<file path="src/rtl/memory_pkg.sv">
// ----------------------------------------------------------------------------
// memory_pkg : access-width / result-source encodings and LSU state type
// Rev 1.0
// ----------------------------------------------------------------------------
`default_nettype none

package memory_pkg;

  localparam logic [2:0] WIDTH_W  = 3'b000;
  localparam logic [2:0] WIDTH_HS = 3'b001;
  localparam logic [2:0] WIDTH_BS = 3'b010;
  localparam logic [2:0] WIDTH_HU = 3'b011;
  localparam logic [2:0] WIDTH_BU = 3'b100;

  localparam logic [2:0] RES_ALU = 3'b000;
  localparam logic [2:0] RES_MEM = 3'b001;
  localparam logic [2:0] RES_PCT = 3'b010;
  localparam logic [2:0] RES_PC4 = 3'b011;
  localparam logic [2:0] RES_IMM = 3'b100;
  localparam logic [2:0] RES_CSR = 3'b101;

  typedef enum logic [2:0] {
    ST_IDLE  = 3'd0,
    ST_REQ   = 3'd1,
    ST_WAIT  = 3'd2,
    ST_DONE  = 3'd3,
    ST_DRAIN = 3'd4
  } lsu_state_t;

  typedef struct packed {
    logic        valid;
    logic [31:0] instr;
    logic [31:0] alu_result;
    logic [31:0] write_data;
    logic [31:0] pc_target;
    logic [31:0] pc_plus4;
    logic [31:0] imm_ext;
    logic [31:0] csr_result;
    logic [11:0] csr_addr;
    logic [4:0]  rd;
    logic [2:0]  width_src;
    logic [2:0]  result_src;
    logic        mem_write;
    logic        reg_write;
    logic        csr_we;
  } m_payload_t;

  function automatic logic is_half(input logic [2:0] width);
    return (width == WIDTH_HS) || (width == WIDTH_HU);
  endfunction

  function automatic logic is_byte(input logic [2:0] width);
    return (width == WIDTH_BS) || (width == WIDTH_BU);
  endfunction

endpackage

`default_nettype wire

</file>
<file path="src/rtl/flop.sv">
// ----------------------------------------------------------------------------
// flop : enable/clear pipeline register with configurable reset value
// Rev 1.0
// ----------------------------------------------------------------------------
`default_nettype none

module flop #(
  parameter int               WIDTH   = 1,
  parameter logic [WIDTH-1:0] RST_VAL = '0
) (
  input  logic             clk,
  input  logic             reset,
  input  logic             en,
  input  logic             clr,
  input  logic [WIDTH-1:0] d,
  output logic [WIDTH-1:0] q
);

  // Clear outranks enable so a flush lands even while the stage is stalled.
  always_ff @(posedge clk) begin
    if (reset || clr) begin
      q <= RST_VAL;
    end else if (en) begin
      q <= d;
    end
  end

endmodule

`default_nettype wire

</file>
<file path="src/rtl/load_extend.sv">
// ----------------------------------------------------------------------------
// load_extend : picks the addressed lane of a read word and sign/zero extends
// Rev 1.0
// ----------------------------------------------------------------------------
`default_nettype none

module load_extend
  import memory_pkg::*;
(
  input  logic [2:0]  width_src,
  input  logic [1:0]  offset,
  input  logic [31:0] rdata,
  output logic [31:0] data
);

  logic [31:0] lane;

  // A half at offset 3 only has byte lane 3 left after the shift.
  assign lane = rdata >> {offset, 3'b000};

  always_comb begin
    data = rdata;
    case (width_src)
      WIDTH_HS: data = {{16{lane[15]}}, lane[15:0]};
      WIDTH_BS: data = {{24{lane[7]}}, lane[7:0]};
      WIDTH_HU: data = {16'h0000, lane[15:0]};
      WIDTH_BU: data = {24'h000000, lane[7:0]};
      default:  data = rdata;
    endcase
  end

endmodule

`default_nettype wire

</file>
<file path="src/rtl/memory_stage.sv">
// ----------------------------------------------------------------------------
// memory_stage : E->M pipeline register plus load/store unit on the dmem bus.
// Optional misaligned-access trap: define MEM_MISALIGN_CHECK_EN.  Rev 1.0
// ----------------------------------------------------------------------------
`default_nettype none

module memory_stage
  import memory_pkg::*;
#(
  parameter int          ADDR_WIDTH     = 32,
  parameter logic [31:0] RESET_PC_PLUS4 = 32'h0
) (
  input  logic                  clk_i,
  input  logic                  reset_i,
  input  logic                  valid_e_i,
  input  logic [31:0]           instr_e_i,
  input  logic [31:0]           alu_result_e_i,
  input  logic [31:0]           write_data_e_i,
  input  logic [31:0]           pc_target_e_i,
  input  logic [31:0]           pc_plus4_e_i,
  input  logic [31:0]           imm_ext_e_i,
  input  logic [31:0]           csr_result_e_i,
  input  logic [11:0]           csr_addr_e_i,
  input  logic [4:0]            rd_e_i,
  input  logic [2:0]            width_src_e_i,
  input  logic [2:0]            result_src_e_i,
  input  logic                  mem_write_e_i,
  input  logic                  reg_write_e_i,
  input  logic                  csr_we_e_i,
  input  logic                  stall_m_i,
  input  logic                  flush_m_i,
  output logic                  dmem_req_o,
  output logic                  dmem_we_o,
  output logic [ADDR_WIDTH-1:0] dmem_addr_o,
  output logic [3:0]            dmem_be_o,
  output logic [31:0]           dmem_wdata_o,
  input  logic                  dmem_gnt_i,
  input  logic                  dmem_rvalid_i,
  input  logic [31:0]           dmem_rdata_i,
  output logic                  mem_stall_o,
  output logic                  misaligned_m_o,
  output logic [31:0]           forward_data_m_o,
  output logic [31:0]           load_data_m_o,
  output logic                  valid_m_o,
  output logic [31:0]           instr_m_o,
  output logic [31:0]           alu_result_m_o,
  output logic [31:0]           pc_target_m_o,
  output logic [31:0]           pc_plus4_m_o,
  output logic [31:0]           imm_ext_m_o,
  output logic [31:0]           csr_result_m_o,
  output logic [11:0]           csr_addr_m_o,
  output logic [4:0]            rd_m_o,
  output logic [2:0]            result_src_m_o,
  output logic                  reg_write_m_o,
  output logic                  csr_we_m_o
);

  localparam m_payload_t PIPE_RST = '{pc_plus4: RESET_PC_PLUS4, default: '0};

  m_payload_t  pipe_d;
  m_payload_t  pipe_q;
  lsu_state_t  state;
  lsu_state_t  state_nxt;
  logic        mem_op;
  logic        misaligned;
  logic        issue;
  logic        advance;
  logic [1:0]  offset;
  logic [31:0] word_addr;
  logic [31:0] ext_data;
  logic [31:0] load_q;

  always_comb begin
    pipe_d            = '0;
    pipe_d.valid      = valid_e_i;
    pipe_d.instr      = instr_e_i;
    pipe_d.alu_result = alu_result_e_i;
    pipe_d.write_data = write_data_e_i;
    pipe_d.pc_target  = pc_target_e_i;
    pipe_d.pc_plus4   = pc_plus4_e_i;
    pipe_d.imm_ext    = imm_ext_e_i;
    pipe_d.csr_result = csr_result_e_i;
    pipe_d.csr_addr   = csr_addr_e_i;
    pipe_d.rd         = rd_e_i;
    pipe_d.width_src  = width_src_e_i;
    pipe_d.result_src = result_src_e_i;
    pipe_d.mem_write  = mem_write_e_i;
    pipe_d.reg_write  = reg_write_e_i;
    pipe_d.csr_we     = csr_we_e_i;
  end

  flop #(
    .WIDTH   ($bits(m_payload_t)),
    .RST_VAL (PIPE_RST)
  ) u_pipe (
    .clk   (clk_i),
    .reset (reset_i),
    .en    (advance),
    .clr   (flush_m_i),
    .d     (pipe_d),
    .q     (pipe_q)
  );

  assign offset    = pipe_q.alu_result[1:0];
  assign word_addr = {pipe_q.alu_result[31:2], 2'b00};
  assign mem_op    = pipe_q.valid & (pipe_q.mem_write | (pipe_q.result_src == RES_MEM));

`ifdef MEM_MISALIGN_CHECK_EN
  assign misaligned = mem_op &
                      ((is_half(pipe_q.width_src) & offset[0]) |
                       (~is_half(pipe_q.width_src) & ~is_byte(pipe_q.width_src) &
                        (offset != 2'b00)));
`else
  assign misaligned = 1'b0;
`endif

  assign issue       = mem_op & ~misaligned;
  assign mem_stall_o = (mem_op & (state != ST_DONE)) | (state == ST_DRAIN);
  assign advance     = ~(stall_m_i | mem_stall_o);

  assign dmem_req_o  = issue & ((state == ST_IDLE) | (state == ST_REQ));
  assign dmem_we_o   = pipe_q.mem_write;
  assign dmem_addr_o = word_addr[ADDR_WIDTH-1:0];

  always_comb begin
    dmem_be_o    = 4'hF;
    dmem_wdata_o = pipe_q.write_data;
    if (is_byte(pipe_q.width_src)) begin
      dmem_be_o    = 4'b0001 << offset;
      dmem_wdata_o = {4{pipe_q.write_data[7:0]}};
    end else if (is_half(pipe_q.width_src)) begin
      dmem_be_o    = 4'b0011 << offset;
      dmem_wdata_o = {2{pipe_q.write_data[15:0]}};
    end
  end

  // A granted-but-unanswered request cannot be cancelled on the bus, so a
  // flush at that point has to soak up the response in DRAIN.
  always_comb begin
    state_nxt = state;
    case (state)
      ST_IDLE, ST_REQ: begin
        if (misaligned) begin
          state_nxt = flush_m_i ? ST_IDLE : ST_DONE;
        end else if (issue) begin
          if (flush_m_i) begin
            state_nxt = (dmem_gnt_i & ~dmem_rvalid_i) ? ST_DRAIN : ST_IDLE;
          end else if (dmem_gnt_i) begin
            state_nxt = dmem_rvalid_i ? ST_DONE : ST_WAIT;
          end else begin
            state_nxt = ST_REQ;
          end
        end else begin
          state_nxt = ST_IDLE;
        end
      end
      ST_WAIT: begin
        if (dmem_rvalid_i) begin
          state_nxt = flush_m_i ? ST_IDLE : ST_DONE;
        end else if (flush_m_i) begin
          state_nxt = ST_DRAIN;
        end
      end
      ST_DONE: begin
        if (flush_m_i || advance) begin
          state_nxt = ST_IDLE;
        end
      end
      ST_DRAIN: begin
        if (dmem_rvalid_i) begin
          state_nxt = ST_IDLE;
        end
      end
      default: state_nxt = ST_IDLE;
    endcase
  end

  always_ff @(posedge clk_i) begin
    if (reset_i) begin
      state <= ST_IDLE;
    end else begin
      state <= state_nxt;
    end
  end

  load_extend u_load_extend (
    .width_src (pipe_q.width_src),
    .offset    (offset),
    .rdata     (dmem_rdata_i),
    .data      (ext_data)
  );

  always_ff @(posedge clk_i) begin
    if (reset_i) begin
      load_q <= '0;
    end else if ((state_nxt == ST_DONE) && (state != ST_DONE)) begin
      load_q <= misaligned ? 32'h0 : ext_data;
    end
  end

  always_comb begin
    case (pipe_q.result_src)
      RES_PCT: forward_data_m_o = pipe_q.pc_target;
      RES_PC4: forward_data_m_o = pipe_q.pc_plus4;
      RES_IMM: forward_data_m_o = pipe_q.imm_ext;
      RES_CSR: forward_data_m_o = pipe_q.csr_result;
      default: forward_data_m_o = pipe_q.alu_result;
    endcase
  end

  assign misaligned_m_o = misaligned;
  assign load_data_m_o  = load_q;
  assign valid_m_o      = pipe_q.valid;
  assign instr_m_o      = pipe_q.instr;
  assign alu_result_m_o = pipe_q.alu_result;
  assign pc_target_m_o  = pipe_q.pc_target;
  assign pc_plus4_m_o   = pipe_q.pc_plus4;
  assign imm_ext_m_o    = pipe_q.imm_ext;
  assign csr_result_m_o = pipe_q.csr_result;
  assign csr_addr_m_o   = pipe_q.csr_addr;
  assign rd_m_o         = pipe_q.rd;
  assign result_src_m_o = pipe_q.result_src;
  assign reg_write_m_o  = pipe_q.reg_write;
  assign csr_we_m_o     = pipe_q.csr_we;

endmodule

`default_nettype wire

</file>
<file path="config.mk">
export PLATFORM = sky130hd
export DESIGN_NAME = memory_stage
export DESIGN_NICKNAME = d
export VERILOG_FILES = /design/src/rtl/memory_pkg.sv /design/src/rtl/flop.sv /design/src/rtl/load_extend.sv /design/src/rtl/memory_stage.sv
export SDC_FILE = /design/constraint.sdc
export NUM_CORES = 1
export LEC_CHECK = 0
export CAP_MARGIN = 20
export CORE_AREA = 2 2 249 251
export CTS_CLUSTER_DIAMETER = 80
export DETAILED_ROUTE_END_ITERATION = 6
export DIE_AREA = 0 0 251 253
export GPL_TIMING_DRIVEN = 1
export PLACE_DENSITY = 0.59
export SYNTH_ARGS = -nofsm -noshare
export SYNTH_HDL_FRONTEND = slang
export SYNTH_SLANG_ARGS = --single-unit
</file>
<file path="constraint.sdc">
create_clock -name clk_i -period 1.87 [get_ports clk_i]
set_input_delay 0.2805 -clock clk_i [delete_from_list [all_inputs] [get_ports clk_i]]
set_output_delay 0.2805 -clock clk_i [all_outputs]
set_load 0.02 [all_outputs]
</file>
==> impl_metrics.yaml <==
global_routing:
  grt_pass1_wl_um: 101500
  grt_start_max_net_pins: 54
  antenna_found_initial: 8
  grt_pass1_vias: 15870
  overflow: 0
  grt_use_total: 0.2108
place:
  postPlaceCellArea_um2: 21360
  routabilityCongestion: 0.9185
  port_buffers: 636
  hpwl_um: 48570
  dp_slack_ns: -0.4921
setup_path:
  reg2reg_to: "load_data_m_o[3]"
  cpPeakStageDelay_ns: 0.36
  cpMostUsedCell: "buf_6"
  cp.required_ns: 1.59
  reg2reg_from: "u_pipe.q[5]"
  path_class: "register to output port"
  cp_max_fo: 8
  cp-start-kind: "register"
  cp_cell_sequence: "buf_6, nor2b_4, buf_6, buf_8, buf_12, buf_4, a22oi_2, a21oi_2, a21o_1, buf_6"
  endpoint_kind: "output port"
  cpMaxStageDelayCell: "dfxtp_4"
  arrival_ns: 2.26
  ff2ff_path_depth: 9
  r2r_slack_ns: -0.45
yosys:
  synth_cell_types: 45
  netlist_instances: 1906
  synth_area_per_cell_um2: 7.654
  synth_area_leaders: "dfxtp_1 39%, nand2_1 13%, buf_4 13%"
  netlist.area_leader.share: 0.3925
  synth_area_leader_cell: "dfxtp_1"
  synthArstFlopShare: 0
  yosysSeqAreaShare: 0.3925
  synth_edf_count: 0
  synthFlopType: "dfxtp_1"
  ys.warnings.count: 0
  ys_seq_elements: 286
  syn_area_um2: 14590
route:
  dr.pass1.iters: 5
  wl_um: 75690
  wl_per_cell_um: 22.89
  num_vias: 16060
  drc: 0
  ant_nets: 0
  drtIter0Drc: 844
  viasPerCell: 4.856
timing:
  rsz0062_at_grt: "yes"
  setup_ws_ns: -0.6716
  slew_violations: 0
  hold_viol: 0
  period_share: 1.359
  clock.fmax_mhz: 393.5
  min_period_ns: 2.542
  setup_viol: 473
  skew_ns: 0.02804
die:
  start_util: 0.2391
  die_width_um: 251
  core_um2: 61030
  die_h_um: 253
  io_pins: 640
  row_count: 91
  die_area_um2: 63500
job:
  maxCapViolCount: 0
clock_tree:
  clk_pin_slew_ns: 0.06
  cts-buffers-inserted: 37
  htree_num_levels: 2
  clkSinkCount: 286
  worstSkewPairLatency_ns: 0.55
  cts.path.max_buffers: 3
  ctsHoldBuffers: 0
  cts_tree: "done"
  cts-root-buf: "clkbuf_16"
cells_and_area:
  fill_cells: 5902
  drive_above_1_share: 0.3172
  areaGrowthSynthToFinish_pct: 82.50
  layout_commonest_cell: "clkdlybuf4s50_1"
  final_cell_mix: "571 x clkdlybuf4s50_1, 400 x nand2_1, 278 x dfxtp_1"
  nNetsFinal: 2779
  design_area_um2: 26630
power:
  ir_worst_vdd_mv: 0.5266
  power.density_nw_per_um2: 668.8
  p_leak_nw: 10.48
worst_hold_path:
  hold_path_class: "primary input to register"
  min_path_cells: 3
  min_from: "imm_ext_e_i[7]"
  hold-path-endpoint: "u_pipe.q[65]"
run_status:
  failed_checks: "negative setup slack"
  status: "complete, but fails checks"
-- through the flow --
step / hold slack [ns] / util / power, W / setup TNS [ns] / cells
after floorplan: 0.3598 / - / 0.007939 / -0.009105 / 1908
after global placement: 0.4414 / 0.3501 / 0.009537 / -114.39 / 3106
after detailed placement: 0.4472 / 0.3501 / 0.009558 / -121.85 / 3106
after CTS: 0.2257 / 0.4067 / 0.01756 / -126.70 / 3263
after global routing: 0.2588 / 0.4362 / 0.01839 / -171.42 / 3304
final: 0.2712 / 0.4363 / 0.01781 / -122.88 / 3306
-- critical path: cells and delay by family (launching register included) --
kind	cells	cell delay, ns
AO/OA/AOI/OAI	3	0.57
buffers and inverters	6	0.74
flip-flops	1	0.36
AND/OR/NAND/NOR	1	0.03
-- cells by family (layout without fill, tap and decap cells) --
kind of cell	Yosys count	after routing	synth area share
AO/OA/AOI/OAI	519	519	0.2091
XOR/XNOR	2	2	0.001201
adder cells (fa/ha/maj)	6	6	0.004803
buffers and inverters	410	1014	0.1746
flip-flops	286	286	0.3925
multiplexers	57	57	0.04614
other	1	6	0.0002570
AND/OR/NAND/NOR	625	626	0.1714
-- layer usage --
layer  GRT usage  vias to the layer above  wire length (µm)
met1      0.2409                     7783             29720
met2      0.3692                      719             36970
li1            -                     7375                 -
met4     0.08656                       12              3093
met5           0                        -                87
met3     0.05952                      166              5820
-- cells in the mapped netlist (28+ instances only) --
master,instances
nand2_1,520
a21oi_1,307
dfxtp_1,286
buf_4,253
clkbuf_1,91
o21ai_0,60
a22oi_1,48
buf_2,47
nor2_1,44
a221oi_1,40
a21o_1,33
mux2i_1,29
nor2b_1,28
-- sequential cells by signal, summed over array words and instances, names as in the netlist --
register and flops:
u_pipe.q 251, state 3, load_data_m_o 32
-- worst max path at each step --
stage                      startpoint                    to  slack, ns  cells past startpoint
after detailed placement  u_pipe.q[5]  forward_data_m_o[28]      -0.49                      7
after global placement    u_pipe.q[5]  forward_data_m_o[28]      -0.52                      7
after floorplan           u_pipe.q[4]     load_data_m_o[10]     -0.004                      6
final                     u_pipe.q[5]  forward_data_m_o[21]      -0.67                     10
after global routing      u_pipe.q[5]   forward_data_m_o[0]      -0.74                      9
after CTS                 u_pipe.q[5]   forward_data_m_o[0]      -0.69                      9
-- power breakdown --
group | internal (W) | total, W | switching (W)
Sequential | 0.00626 | 0.00646 | 0.000195
Clock | 0.00443 | 0.00741 | 0.00298
Combinational | 0.00208 | 0.00394 | 0.00186
Total | 0.0128 | 0.0178 | 0.00504
-- area by class of cell --
cell class	instances	area [µm²]	share of cell area
timing repair buffer	937	10610	0.3984
clock buffer	48	1017	0.03821
sequential	286	5746	0.2158
multi-input combinational	1213	7999	0.3004
inverter	11	41.29	0.001551
antenna	3	7.507	0.0002820
tap	790	988.4	0.03712
clock inverter	18	220.2	0.008271
-- repair_timing --
| action | in CTS | in global routing |
|---|---|---|
| cloned | 30 | 29 |
| resized for setup | 559 | 363 |
| pin swaps | 162 | 138 |
| setup buffers | 67 | 32 |
| endpoints found under the setup margin | 511 | 556 |
Note: power is estimated with default switching activity, not from simulation.
==> RTL edit 1 (same settings) <==
Add a define of `MEM_MISALIGN_CHECK_EN`.
--- a/src/rtl/memory_stage.sv
+++ b/src/rtl/memory_stage.sv
@@ -3,6 +3,8 @@
 // Optional misaligned-access trap: define MEM_MISALIGN_CHECK_EN.  Rev 1.0
 // ----------------------------------------------------------------------------
 `default_nettype none
+
+`define MEM_MISALIGN_CHECK_EN
 
 module memory_stage
   import memory_pkg::*;
Function: changed (a bounded check fails within 4 cycles, from zero or initial values and one cycle with reset_i high).
==> RTL edit 1 against the unedited design <==
  * The flow still finishes with violations (negative setup slack)
  * Power shrank 4.0%
  * Wire length shrank 5.5%
  * Utilization shrank 1.3 points
  * Synthesized area shrank 0.97%
  * Sequential share of layout area grew 0.68 points
  * Clock power shrank 8.1%
  * Combinational power shrank 3%
  * Synthesized cell count shrank 3.7%
  * Sequential cell count is the same
  * First-iteration DRC count grew 14%
  * Maximum frequency grew 3.8%
  * Cell area shrank 3.1%
  * Worst setup slack gained 92 ps
==> RTL edit 1: results (changes against the unedited design) <==
Parameter                              Value

Route
  Per-cell routed wire length ... 22.15 µm (-3.2%)
  Total routed wirelength ... 71560 µm (-5.5%)
  DR iter-0 viols ... 962 (+14%)

Placement
  Placed standard-cell area ... 0.02111 mm² (-1.2%)
  PortBufs ... 637 (+0.16%)
  RD Place Congestion ... 0.8800 (-4.2%)
  Worst setup slack before clock tree synthesis ... -524.5 ps (-32.45 ps)
  DP Cell Count ... 3048 (-1.9%)
  HPWL after detailed placement ... 46520 µm (-4.2%)

Synth
  Proportion of synthesized chip area in sequential cells ... 0.3963 (+0.003841)
  Post-synthesis instance total ... 1835 (-3.7%)
  Area contributors post-synth ... sky130_fd_sc_hd__dfxtp_1 40%, sky130_fd_sc_hd__nand2_1 14%, sky130_fd_sc_hd__buf_4 13%
  Post-synth top cells ... 525 x sky130_fd_sc_hd__nand2_1, 290 x sky130_fd_sc_hd__a21oi_1, 286 x sky130_fd_sc_hd__dfxtp_1, 258 x sky130_fd_sc_hd__buf_4, 84 x sky130_fd_sc_hd__clkbuf_1
  Number of library cell types mapped by synthesis ... 51 (+13%)

Worst hold path
  Startpoint of the lowest-slack hold path ... imm_ext_e_i[20]
  Worst hold path endpoint ... u_pipe.q[78]$_SDFFE_PP0P_

Global routing
  Grt met3 use ... 0.05376 (-0.005757)
  Antenna violations before repair ... 6 (-2)
  Routing usage on met2 ... 0.3459 (-0.02335)
  Vias in the first global route ... 14900 (-6.1%)
  Met1 demand-to-capacity share in global routing ... 0.2384 (-0.002405)
  Maximum number of pins on one net before global-route repair ... 51 (-5.6%)
  Global-route wire length before repair ... 95650 µm (-5.8%)
  Aggregate global-route resource usage ... 0.1979 (-0.01290)

Timing
  Final total negative setup slack ... -114400 ps (+8480 ps)
  Worst clock skew on the final layout ... 8.949 ps (-19.09 ps)
  Final number of setup-violating endpoints ... 432 (-8.7%)
  Final WS setup ... -579.4 ps (+92.21 ps)
  Final worst hold slack ... 298.0 ps (+26.78 ps)

Cells and area
  Number of antenna diodes ... 0 (-3)
  Share of cells above drive strength 1 ... 0.2914 (-0.02576)
  Final-stage net count ... 2712 (-2.4%)

Pwr
  Static leakage ... 10.01 nW (-4.5%)
  IR Drop Worst-Case VDD ... 0.5053 mV (-4.1%)

Outcome
  Failing checks ... negative setup slack
  Outcome ... finished, violations left

Worst setup path
  CP Capture Point ... forward_data_m_o[17]
  Capture instance of the worst register-to-register path ... u_pipe.q[114]$_SDFFE_PP0P_
  Length in cells of the worst reg-to-reg path ... 12 (+3)

Clocking
  CTS buffer count ... 36 (-2.7%)
-- RTL edit 1: cells by family after synthesis --
group | share of synthesized area
mux | 0.05248
other cells | 0.0002596
buf+inv | 0.1738
simple gates | 0.1717
fa+ha+maj | 0.004157
flops | 0.3963
xor+xnor | 0.002512
compound gates | 0.1988
-- RTL edit 1: cell type report --
type,instances,area (µm²)
multi-input cells,1158,7472
well taps,790,988.4
flip-flops and latches,286,5743
inverters,6,30.03
clock buffers,50,1055
clock inverters,9,75.07
repair buffers,931,10440
fillers,5862,35230
-- RTL edit 1: layer usage --
metal | routed length (µm) | share of wire
met1 | 29400 | 0.41
met2 | 35230 | 0.49
met3 | 5394 | 0.075
met4 | 1487 | 0.021
met5 | 42 | 0.00059
-- RTL edit 1: critical path, stage by stage, from the launching register on --
cell	delay (ps)
sky130_fd_sc_hd__dfxtp_2	340
sky130_fd_sc_hd__buf_6	100
sky130_fd_sc_hd__nor2b_4	40
sky130_fd_sc_hd__buf_12	130
sky130_fd_sc_hd__buf_16	150
sky130_fd_sc_hd__bufbuf_16	270
sky130_fd_sc_hd__a221oi_4	230
sky130_fd_sc_hd__a21oi_2	80
sky130_fd_sc_hd__a21o_1	170
sky130_fd_sc_hd__buf_6	130
-- RTL edit 1: repair_timing --
action | 4_1_cts | 5_1_grt
resized for setup | 507 | 289
cloned | 23 | 24
pin swaps | 58 | 232
buffers inserted | 53 | 38
endpoints found under the setup margin | 464 | 515
-- RTL edit 1: where the power goes --
| group | internal [mW] | switching [mW] |
|---|---|---|
| combinational | 2.06 | 1.78 |
| clock | 4.05 | 2.76 |
| sequential | 6.27 | 0.180 |
==> RTL edit 2 (same settings) <==
Without the edit above. Register the input `pc_target_e_i` before use, cleared by the reset. The logic sees it one clock later. The other inputs are not delayed to match.
--- a/src/rtl/memory_stage.sv
+++ b/src/rtl/memory_stage.sv
@@ -57,6 +57,16 @@
 
   localparam m_payload_t PIPE_RST = '{pc_plus4: RESET_PC_PLUS4, default: '0};
 
+  logic [31:0] pc_target_e_q;
+
+  always_ff @(posedge clk_i) begin
+    if (reset_i) begin
+      pc_target_e_q <= '0;
+    end else begin
+      pc_target_e_q <= pc_target_e_i;
+    end
+  end
+
   m_payload_t  pipe_d;
   m_payload_t  pipe_q;
   lsu_state_t  state;
@@ -76,7 +86,7 @@
     pipe_d.instr      = instr_e_i;
     pipe_d.alu_result = alu_result_e_i;
     pipe_d.write_data = write_data_e_i;
-    pipe_d.pc_target  = pc_target_e_i;
+    pipe_d.pc_target  = pc_target_e_q;
     pipe_d.pc_plus4   = pc_plus4_e_i;
     pipe_d.imm_ext    = imm_ext_e_i;
     pipe_d.csr_result = csr_result_e_i;
Behaviour: not the same (a bounded check fails within 4 cycles, from zero or initial values and one cycle with reset_i high).
==> RTL edit 2 against the unedited design <==
  * The flow still finishes with violations (negative setup slack)
  * Synthesized area grew 3.3%
  * Power grew 8.4%
  * Sequential cell count grew 32
  * Worst setup slack gained 200 ps
  * Utilization grew 0.70 points
  * Wire length shrank 4.8%
  * First-iteration DRC count grew 7.8%
  * Largest cell class unchanged
  * Cell area grew 1.6%
  * Global-route usage shrank 0.15 points
==> RTL edit 2: results (changes against the unedited design) <==
Parameter                              Value

Outcome
  Failing checks ... negative setup slack
  Outcome ... finished, violations left

Timing
  Final number of setup-violating endpoints ... 474 (+0.21%)
  Worst clock skew on the final layout ... 14.71 ps (-13.33 ps)
  Final WS setup ... -466.9 ps (+204.7 ps)

Global routing
  Met1 demand-to-capacity share in global routing ... 0.2323 (-0.008518)
  Maximum number of pins on one net before global-route repair ... 85 (+57%)
  Global-route wire length before repair ... 101600 µm (about the same)
  Antenna violations before repair ... 5 (-3)

Worst setup path
  CP Max Fanout ... 15 (+7)
  CP Capture Point ... forward_data_m_o[0]
  Max stage delay cell, worst path ... sky130_fd_sc_hd__dfxtp_2
  Delay contributed by the slowest stage of the critical path ... 330 ps (-30 ps)

Clocking
  Buffers inserted during post-CTS setup optimization ... 49 (-27%)
  CTS buffer count ... 42 (+14%)

Worst hold path
  Worst hold path endpoint ... load_data_m_o[8]$_SDFFE_PP0P_

Placement
  RD Place Congestion ... 0.9130 (-0.60%)
  HPWL after detailed placement ... 47460 µm (-2.3%)
  Placed standard-cell area ... 0.02182 mm² (+2.1%)

Synth
  Area contributors post-synth ... sky130_fd_sc_hd__dfxtp_1 42%, sky130_fd_sc_hd__nand2_1 14%, sky130_fd_sc_hd__buf_4 13%
  XOR/XNOR Fraction of Synth Area ... 0.002989 (+0.001788)

Route
  DR iter-0 viols ... 910 (+7.8%)
  Met3 wire len ... 5236 µm (-10%)
  Average via count per standard cell ... 4.823 (-0.68%)
  Routed met2 length ... 36570 µm (-1.1%)

Pwr
  Combinational share of power ... 0.200 (-0.021)
  Internal power summed over all cells ... 13.88 mW (+8.7%)
  Static leakage ... 10.54 nW (+0.56%)

Cells and area
  Share of cells above drive strength 1 ... 0.3169 (about the same)
[RTL edit 2: cell count changes after synthesis, moves of 10 or more]
cell and delta:
sky130_fd_sc_hd__a211oi_1 +20, sky130_fd_sc_hd__a21oi_1 -19, sky130_fd_sc_hd__a22oi_1 -10, sky130_fd_sc_hd__dfxtp_1 +32
sky130_fd_sc_hd__mux2_2 -14, sky130_fd_sc_hd__mux2i_1 -22, sky130_fd_sc_hd__nand2_1 +39, sky130_fd_sc_hd__nand3_1 +15
sky130_fd_sc_hd__nor2_1 -15, sky130_fd_sc_hd__nor2b_1 +10, sky130_fd_sc_hd__o21ai_0 -29
[RTL edit 2: area by class of cell]
type                            instances  area share
Timing Repair Buffer                  905      0.3754
Multi-Input combinational cell       1212      0.2988
Sequential cell                       318      0.2358
Clock buffer                           55     0.04287
Tap cell                              790     0.03654
Clock inverter                         23    0.009250
Inverter                                8    0.001156
Antenna cell                            2   0.0001850
